## src/rtl/pulse_multiplier_pkg.sv

```systemverilog
// rtl/pulse_multiplier_pkg.sv - shared types and helpers for the pulse multiplier
package pulse_multiplier_pkg;

  typedef enum logic [1:0] {
    PEND_HOLD,
    PEND_INC,
    PEND_DEC,
    PEND_DROP
  } pend_op_t;

  typedef struct packed {
    logic load;
    logic dec;
  } cnt_ctrl_t;

  // An arrival and a consumption in the same cycle cancel out; a lone arrival
  // against a full counter is lost.
  function automatic pend_op_t pend_op(input logic arrival, input logic consume,
                                       input logic at_max);
    pend_op_t op;
    op = PEND_HOLD;
    if (arrival && !consume) begin
      op = at_max ? PEND_DROP : PEND_INC;
    end else if (consume && !arrival) begin
      op = PEND_DEC;
    end
    return op;
  endfunction

endpackage

```

## src/rtl/pulse_multiplier_counter.sv

```systemverilog
// rtl/pulse_multiplier_counter.sv - loadable binary down counter
module pulse_multiplier_counter #(
  parameter int WIDTH = 16
) (
  input  logic             clock,
  input  logic             reset,
  input  logic             load,
  input  logic [WIDTH-1:0] load_value,
  input  logic             enable,
  output logic [WIDTH-1:0] count
);

  // Load wins over decrement so a fresh value is never disturbed on its first cycle.
  always_ff @(posedge clock or posedge reset) begin
    if (reset) begin
      count <= '0;
    end else if (load) begin
      count <= load_value;
    end else if (enable) begin
      count <= count - WIDTH'(1);
    end
  end

endmodule

```

## src/rtl/pulse_multiplier.sv

```systemverilog
// rtl/pulse_multiplier.sv - expands each queued request into a spaced burst of output pulses
module pulse_multiplier
  import pulse_multiplier_pkg::*;
#(
  parameter int WORD_WIDTH    = 16,
  parameter int PENDING_WIDTH = 4
) (
  input  logic                  clock,
  input  logic                  reset,
  input  logic                  pulses_in,
  input  logic [WORD_WIDTH-1:0] multiplier,
  input  logic [WORD_WIDTH-1:0] spacing,
  output logic                  pulse_out,
  output logic                  busy,
  output logic                  dropped
);

  typedef enum logic [1:0] {
    IDLE  = 2'd0,
    PULSE = 2'd1,
    GAP   = 2'd2
  } state_t;

  state_t                   state;
  state_t                   state_next;
  logic [PENDING_WIDTH-1:0] pending;
  logic [WORD_WIDTH-1:0]    gap_len;
  logic [WORD_WIDTH-1:0]    remaining;
  logic [WORD_WIDTH-1:0]    gap_cnt;
  logic                     consume;
  logic                     last_pulse;
  logic                     gap_done;
  pend_op_t                 op;
  cnt_ctrl_t                rem_ctrl;
  cnt_ctrl_t                gap_ctrl;

  assign consume    = (state == IDLE) && (pending != '0);
  assign op         = pend_op(pulses_in, consume, &pending);
  assign last_pulse = (remaining == WORD_WIDTH'(1));
  assign gap_done   = (gap_cnt <= WORD_WIDTH'(1));
  assign busy       = (state != IDLE) || (pending != '0);

  always_comb begin
    state_next = state;
    rem_ctrl   = '0;
    gap_ctrl   = '0;
    case (state)
      IDLE: begin
        if (consume) begin
          rem_ctrl.load = 1'b1;
          if (multiplier != '0) begin
            state_next = PULSE;
          end
        end
      end
      PULSE: begin
        // Gap counter is reloaded every pulse so it is fresh on entry to GAP.
        rem_ctrl.dec  = 1'b1;
        gap_ctrl.load = 1'b1;
        if (gap_len != '0) begin
          state_next = GAP;
        end else if (last_pulse) begin
          state_next = IDLE;
        end
      end
      GAP: begin
        gap_ctrl.dec = 1'b1;
        if (gap_done) begin
          state_next = (remaining != '0) ? PULSE : IDLE;
        end
      end
      default: begin
        state_next = IDLE;
      end
    endcase
  end

  always_ff @(posedge clock or posedge reset) begin
    if (reset) begin
      state     <= IDLE;
      pending   <= '0;
      gap_len   <= '0;
      pulse_out <= 1'b0;
      dropped   <= 1'b0;
    end else begin
      state     <= state_next;
      pulse_out <= (state_next == PULSE);
      dropped   <= (op == PEND_DROP);
      if (consume) begin
        gap_len <= spacing;
      end
      case (op)
        PEND_INC: pending <= pending + PENDING_WIDTH'(1);
        PEND_DEC: pending <= pending - PENDING_WIDTH'(1);
        default:  pending <= pending;
      endcase
    end
  end

  pulse_multiplier_counter #(
    .WIDTH(WORD_WIDTH)
  ) u_remaining (
    .clock      (clock),
    .reset      (reset),
    .load       (rem_ctrl.load),
    .load_value (multiplier),
    .enable     (rem_ctrl.dec),
    .count      (remaining)
  );

  pulse_multiplier_counter #(
    .WIDTH(WORD_WIDTH)
  ) u_gap (
    .clock      (clock),
    .reset      (reset),
    .load       (gap_ctrl.load),
    .load_value (gap_len),
    .enable     (gap_ctrl.dec),
    .count      (gap_cnt)
  );

endmodule

```

## config.mk

```make
export PLATFORM = sky130hd
export DESIGN_NAME = pulse_multiplier
export DESIGN_NICKNAME = d
export VERILOG_FILES = /design/src/rtl/pulse_multiplier_pkg.sv /design/src/rtl/pulse_multiplier_counter.sv /design/src/rtl/pulse_multiplier.sv
export SDC_FILE = /design/constraint.sdc
export NUM_CORES = 1
export LEC_CHECK = 0
export BUFFER_PORTS_ARGS = -buffer_cell sky130_fd_sc_hd__buf_2
export CORE_MARGIN = 5
export CORE_UTILIZATION = 50
export DETAILED_ROUTE_END_ITERATION = 7
export PLACE_DENSITY = 0.7
export SKIP_CTS_REPAIR_TIMING = 1
export SLEW_MARGIN = 40
export SYNTH_ARGS = -nofsm -noshare
export SYNTH_HDL_FRONTEND = slang
export SYNTH_HIERARCHICAL = 1
export SYNTH_SLANG_ARGS = --single-unit
```

## constraint.sdc

```tcl
create_clock -name clock -period 3 [get_ports clock]
set_input_delay 0.6 -clock clock [delete_from_list [all_inputs] [get_ports clock]]
set_output_delay 0.6 -clock clock [all_outputs]
set_load 0.01 [all_outputs]
```

==> summary.md <==
The final layout net count is 411. The area share of the largest cell type after synthesis is 46.73%, and the relative contribution of the clock network to total power is 12.3%. The count of state elements after synthesis came out at 56. The detailed router finished its first iteration with 81 violations.

Setup repair after global routing left no endpoint under its margin. In the post-synthesis netlist, the cell with the most instances is sky130_fd_sc_hd__nand2_1. Of the total power, the share spent switching nets is 43.14%. Across all layers, the routed design uses 2423 vias. The net count after synthesis is 375, and the power dissipated by switching net loads is 1.516 mW.

The starting density of the core is 50.96%. Traced cell by cell, the critical path runs through nor4_1 -> or4_1 -> inv_1 -> ha_1 -> a21o_1 -> a21oi_1 -> xor2_1 -> nand2_1 -> xnor2_1. Yosys mapped a number of flops with a built-in enable equal to 0. Slew of the pin with the lowest slew margin: 766.0 ps. The remaining antenna violation count is 0, and the clock period minus worst slack is 2251 ps. The number of failing hold endpoints at the final stage was 0; the clock insertion delay at the later pin of the skew report was 310 ps. In the final routed layout, each cell accounts on average for 13.89 µm. The number of clock buffers added by TritonCTS is 5. The sequential cells in the finished layout cover a total of 1401 µm².

The first global-routing pass estimated 10.56 mm of wire. The class of the worst hold path was input pin to asynchronous set/reset pin. Wires add up to 6.196 mm. The run gives 44.7% as the part of the total power dissipated in sequential elements. The die area is 7648 µm², and the aggregate global routing overflow is 0.

Max-cap violations in this run came to 0. The region available for standard cell placement spans 5886 µm². The run gives 2355 as the number of global-route vias before repair. The count of yosys warnings during synthesis is 6. Maximum number of pins on one net before global-route repair: 51. After clock tree synthesis, the clock-pin slew on the worst setup and hold paths is 100 ps. The library cell contributing the largest single delay on the critical path was sky130_fd_sc_hd__dfrtp_1.

Setup violations remaining at the end of the flow were counted as 0. In the synthesized netlist, the cells that appear most often are sky130_fd_sc_hd__nand2_1, sky130_fd_sc_hd__dfrtp_1, sky130_fd_sc_hd__nor4_1, sky130_fd_sc_hd__o21ai_0, sky130_fd_sc_hd__xnor2_1. Critical setup path kind: flip-flop to flip-flop. The root buffer cell chosen for the clock tree is sky130_fd_sc_hd__clkbuf_8. Combinational cells account for 43.0% of the total power.

The predominant post-synthesis flop cell was sky130_fd_sc_hd__dfrtp_1. The clock drives 56 sinks. The data arrival time of the critical path was 2460 ps; the width of the die was 87.45 µm. The run finished with clean final reports. The logs give 0 for the number of inserted diodes and 0.8614 for the routability congestion estimate.

The initial antenna violation count is 0. The worst setup path is launched from a flip-flop. In this run the static leakage power is 1.466 nW.

In the final layout, the share of cells above drive strength 1 is 17.25%. Row generation in the floorplan step produced 28 rows. Cell-internal power: 1.998 mW. Summing all multi-input logic gate instances after layout gives 1499 µm².

Based on the critical path, the design can be clocked at up to 0.4443 GHz. Total power for the finished layout comes to 3.514 mW. In this run the tool buffered the top-level ports with 37 buffer cells. The first detailed-routing pass ran for 4 iterations. In the synthesized netlist the async set-or-reset flop fraction comes to 100.0%.

TritonCTS built the clock tree. The worst setup path is captured at a flip-flop. By area the synthesized netlist is led by sky130_fd_sc_hd__dfrtp_1, sky130_fd_sc_hd__nand2_1, sky130_fd_sc_hd__nor4_1. Of the synthesized area, sequential elements account for 46.73%. The clock passes through at most 2 buffers. The total power density per cell area came out at 1048 nW/µm².

Headroom to the max-slew limit came out at 48.46%. Across the VDD grid, the largest voltage drop is 0.0005755 V. The logs give 3200 ps for the endpoint required time on the critical path and 334 for the number of instances in the synthesized netlist. For the number of max-slew violations in the final report, the log shows 0.

The layout-stage area growth over the synthesis result works out to 11.76%. The run gives 547 as the count of filler cells inserted in the layout. For this run, the total global-route usage over all layers was measured as 17.40%.

Once detailed placement completed, the half-perimeter wirelength came to 4.577 mm. Chip height: 87.45 µm. Along the worst path, the maximum fanout reaches 5. Of all cell types, the one taking the most synthesized area is sky130_fd_sc_hd__dfrtp_1. The final setup TNS is 0 ps, and the mean instance size in the synthesized netlist is 8.979 µm². The synthesized netlist contains 34 unique library cells. The tools report the number of I/O pins as 38.

The H-tree was split into 2 levels. The post-synth design cell area was 2999 µm²; the detailed-route vias per instance was 5.433. On the final layout, the worst clock skew is 7.792 ps. In this design, the stage delay of the slowest critical-path cell is 440 ps.

The detailed-route DRC error count came out at 0. In the finished design, the share of the clock period the worst path needs comes to 75.03%.
==> layout by cell type (no fill, tap or decap), types with 8 or more instances in the layout <==
cell type and n:
sky130_fd_sc_hd__nand2_1 87, sky130_fd_sc_hd__dfrtp_1 56, sky130_fd_sc_hd__buf_2 37, sky130_fd_sc_hd__nor4_1 23, sky130_fd_sc_hd__o21ai_0 23, sky130_fd_sc_hd__xnor2_1 16, sky130_fd_sc_hd__nor2_1 14, sky130_fd_sc_hd__xor2_1 14
sky130_fd_sc_hd__inv_1 11, sky130_fd_sc_hd__nand4_1 11, sky130_fd_sc_hd__nor3_1 8
==> cell type report <==
cell class | count | area share, %
clock buffers | 7 | 2.576
clock inverters | 1 | 0.2240
inverters | 13 | 1.456
multi-input cells | 253 | 44.72
flip-flops and latches | 56 | 41.81
well taps | 75 | 2.800
repair buffers | 41 | 6.420
==> worst max-delay path: cells and delay by family, from the launching register on <==
kind,cells,cell delay [ps]
XOR/XNOR,2,290
AO/OA/AOI/OAI,2,360
buffers and inverters,1,80
flip-flops,1,440
adder cells (fa/ha/maj),1,270
AND/OR/NAND/NOR,3,720
==> cell families after synthesis <==
kind of cell             count (synthesis)  share of synthesized area, %
flip-flops                              56                         46.72
XOR/XNOR                                30                         8.761
buffers and inverters                   25                         3.379
multiplexers                             3                         1.126
adder cells (fa/ha/maj)                  6                         2.753
AO/OA/AOI/OAI                           41                         7.718
AND/OR/NAND/NOR                        173                         29.54
==> per-stage QoR <==
stage / util, % / cells / hold slack, ps / instance area, µm² / setup slack (ps)
6_report: 56.95 / 446 / 337.2 / 3352 / 749.1
5_1_grt: 56.95 / 446 / 384.7 / 3352 / 532.2
4_1_cts: 56.95 / 446 / 347.2 / 3352 / 754.7
3_5_place_dp: 55.36 / 438 / 491.2 / 3258 / 489.4
3_3_place_gp: 55.36 / 438 / 486.0 / 3258 / 545.5
2_1_floorplan: - / 334 / 463.9 / 2999 / 690.3
==> state kept, by name, indices dropped and copies added, names as in the netlist <==
register           count
u_gap/count           16
u_remaining/count     16
state                  2
gap_len               16
pulse_out              1
dropped                1
pending                4
==> layer usage <==
layer	track usage (%)	up-vias	wire length [µm]
met3	3.784	8	206
met4	4.603	0	77
met5	0	-	0
met1	22.96	1142	2928
li1	-	1229	-
met2	28.97	44	2983
==> power by group through the flow <==
stage          registers (mW)  clock network [mW]  logic [mW]
6_report                 1.57               0.433        1.51
5_1_grt                  1.63               0.474        1.73
4_1_cts                  1.57               0.445        1.52
3_5_place_dp             1.58                   0        1.51
3_3_place_gp             1.57                   0        1.46
2_1_floorplan            1.48                   0        1.24
==> worst paths after layout <==
check	startpoint	to	slack, ps	cells past startpoint
worst min-delay path	reset	gap_len[11]	340	2
worst min register to register	pending[3]	pending[3]	510	1
min in group clock	spacing[12]	gap_len[12]	470	3
worst max register to register	pending[1]	pending[3]	750	9
max in group asynchronous	reset	u_gap/count[5]	2180	2
worst max-delay path	pending[1]	pending[3]	750	9
No activity file was read; power rests on OpenSTA's default activity.
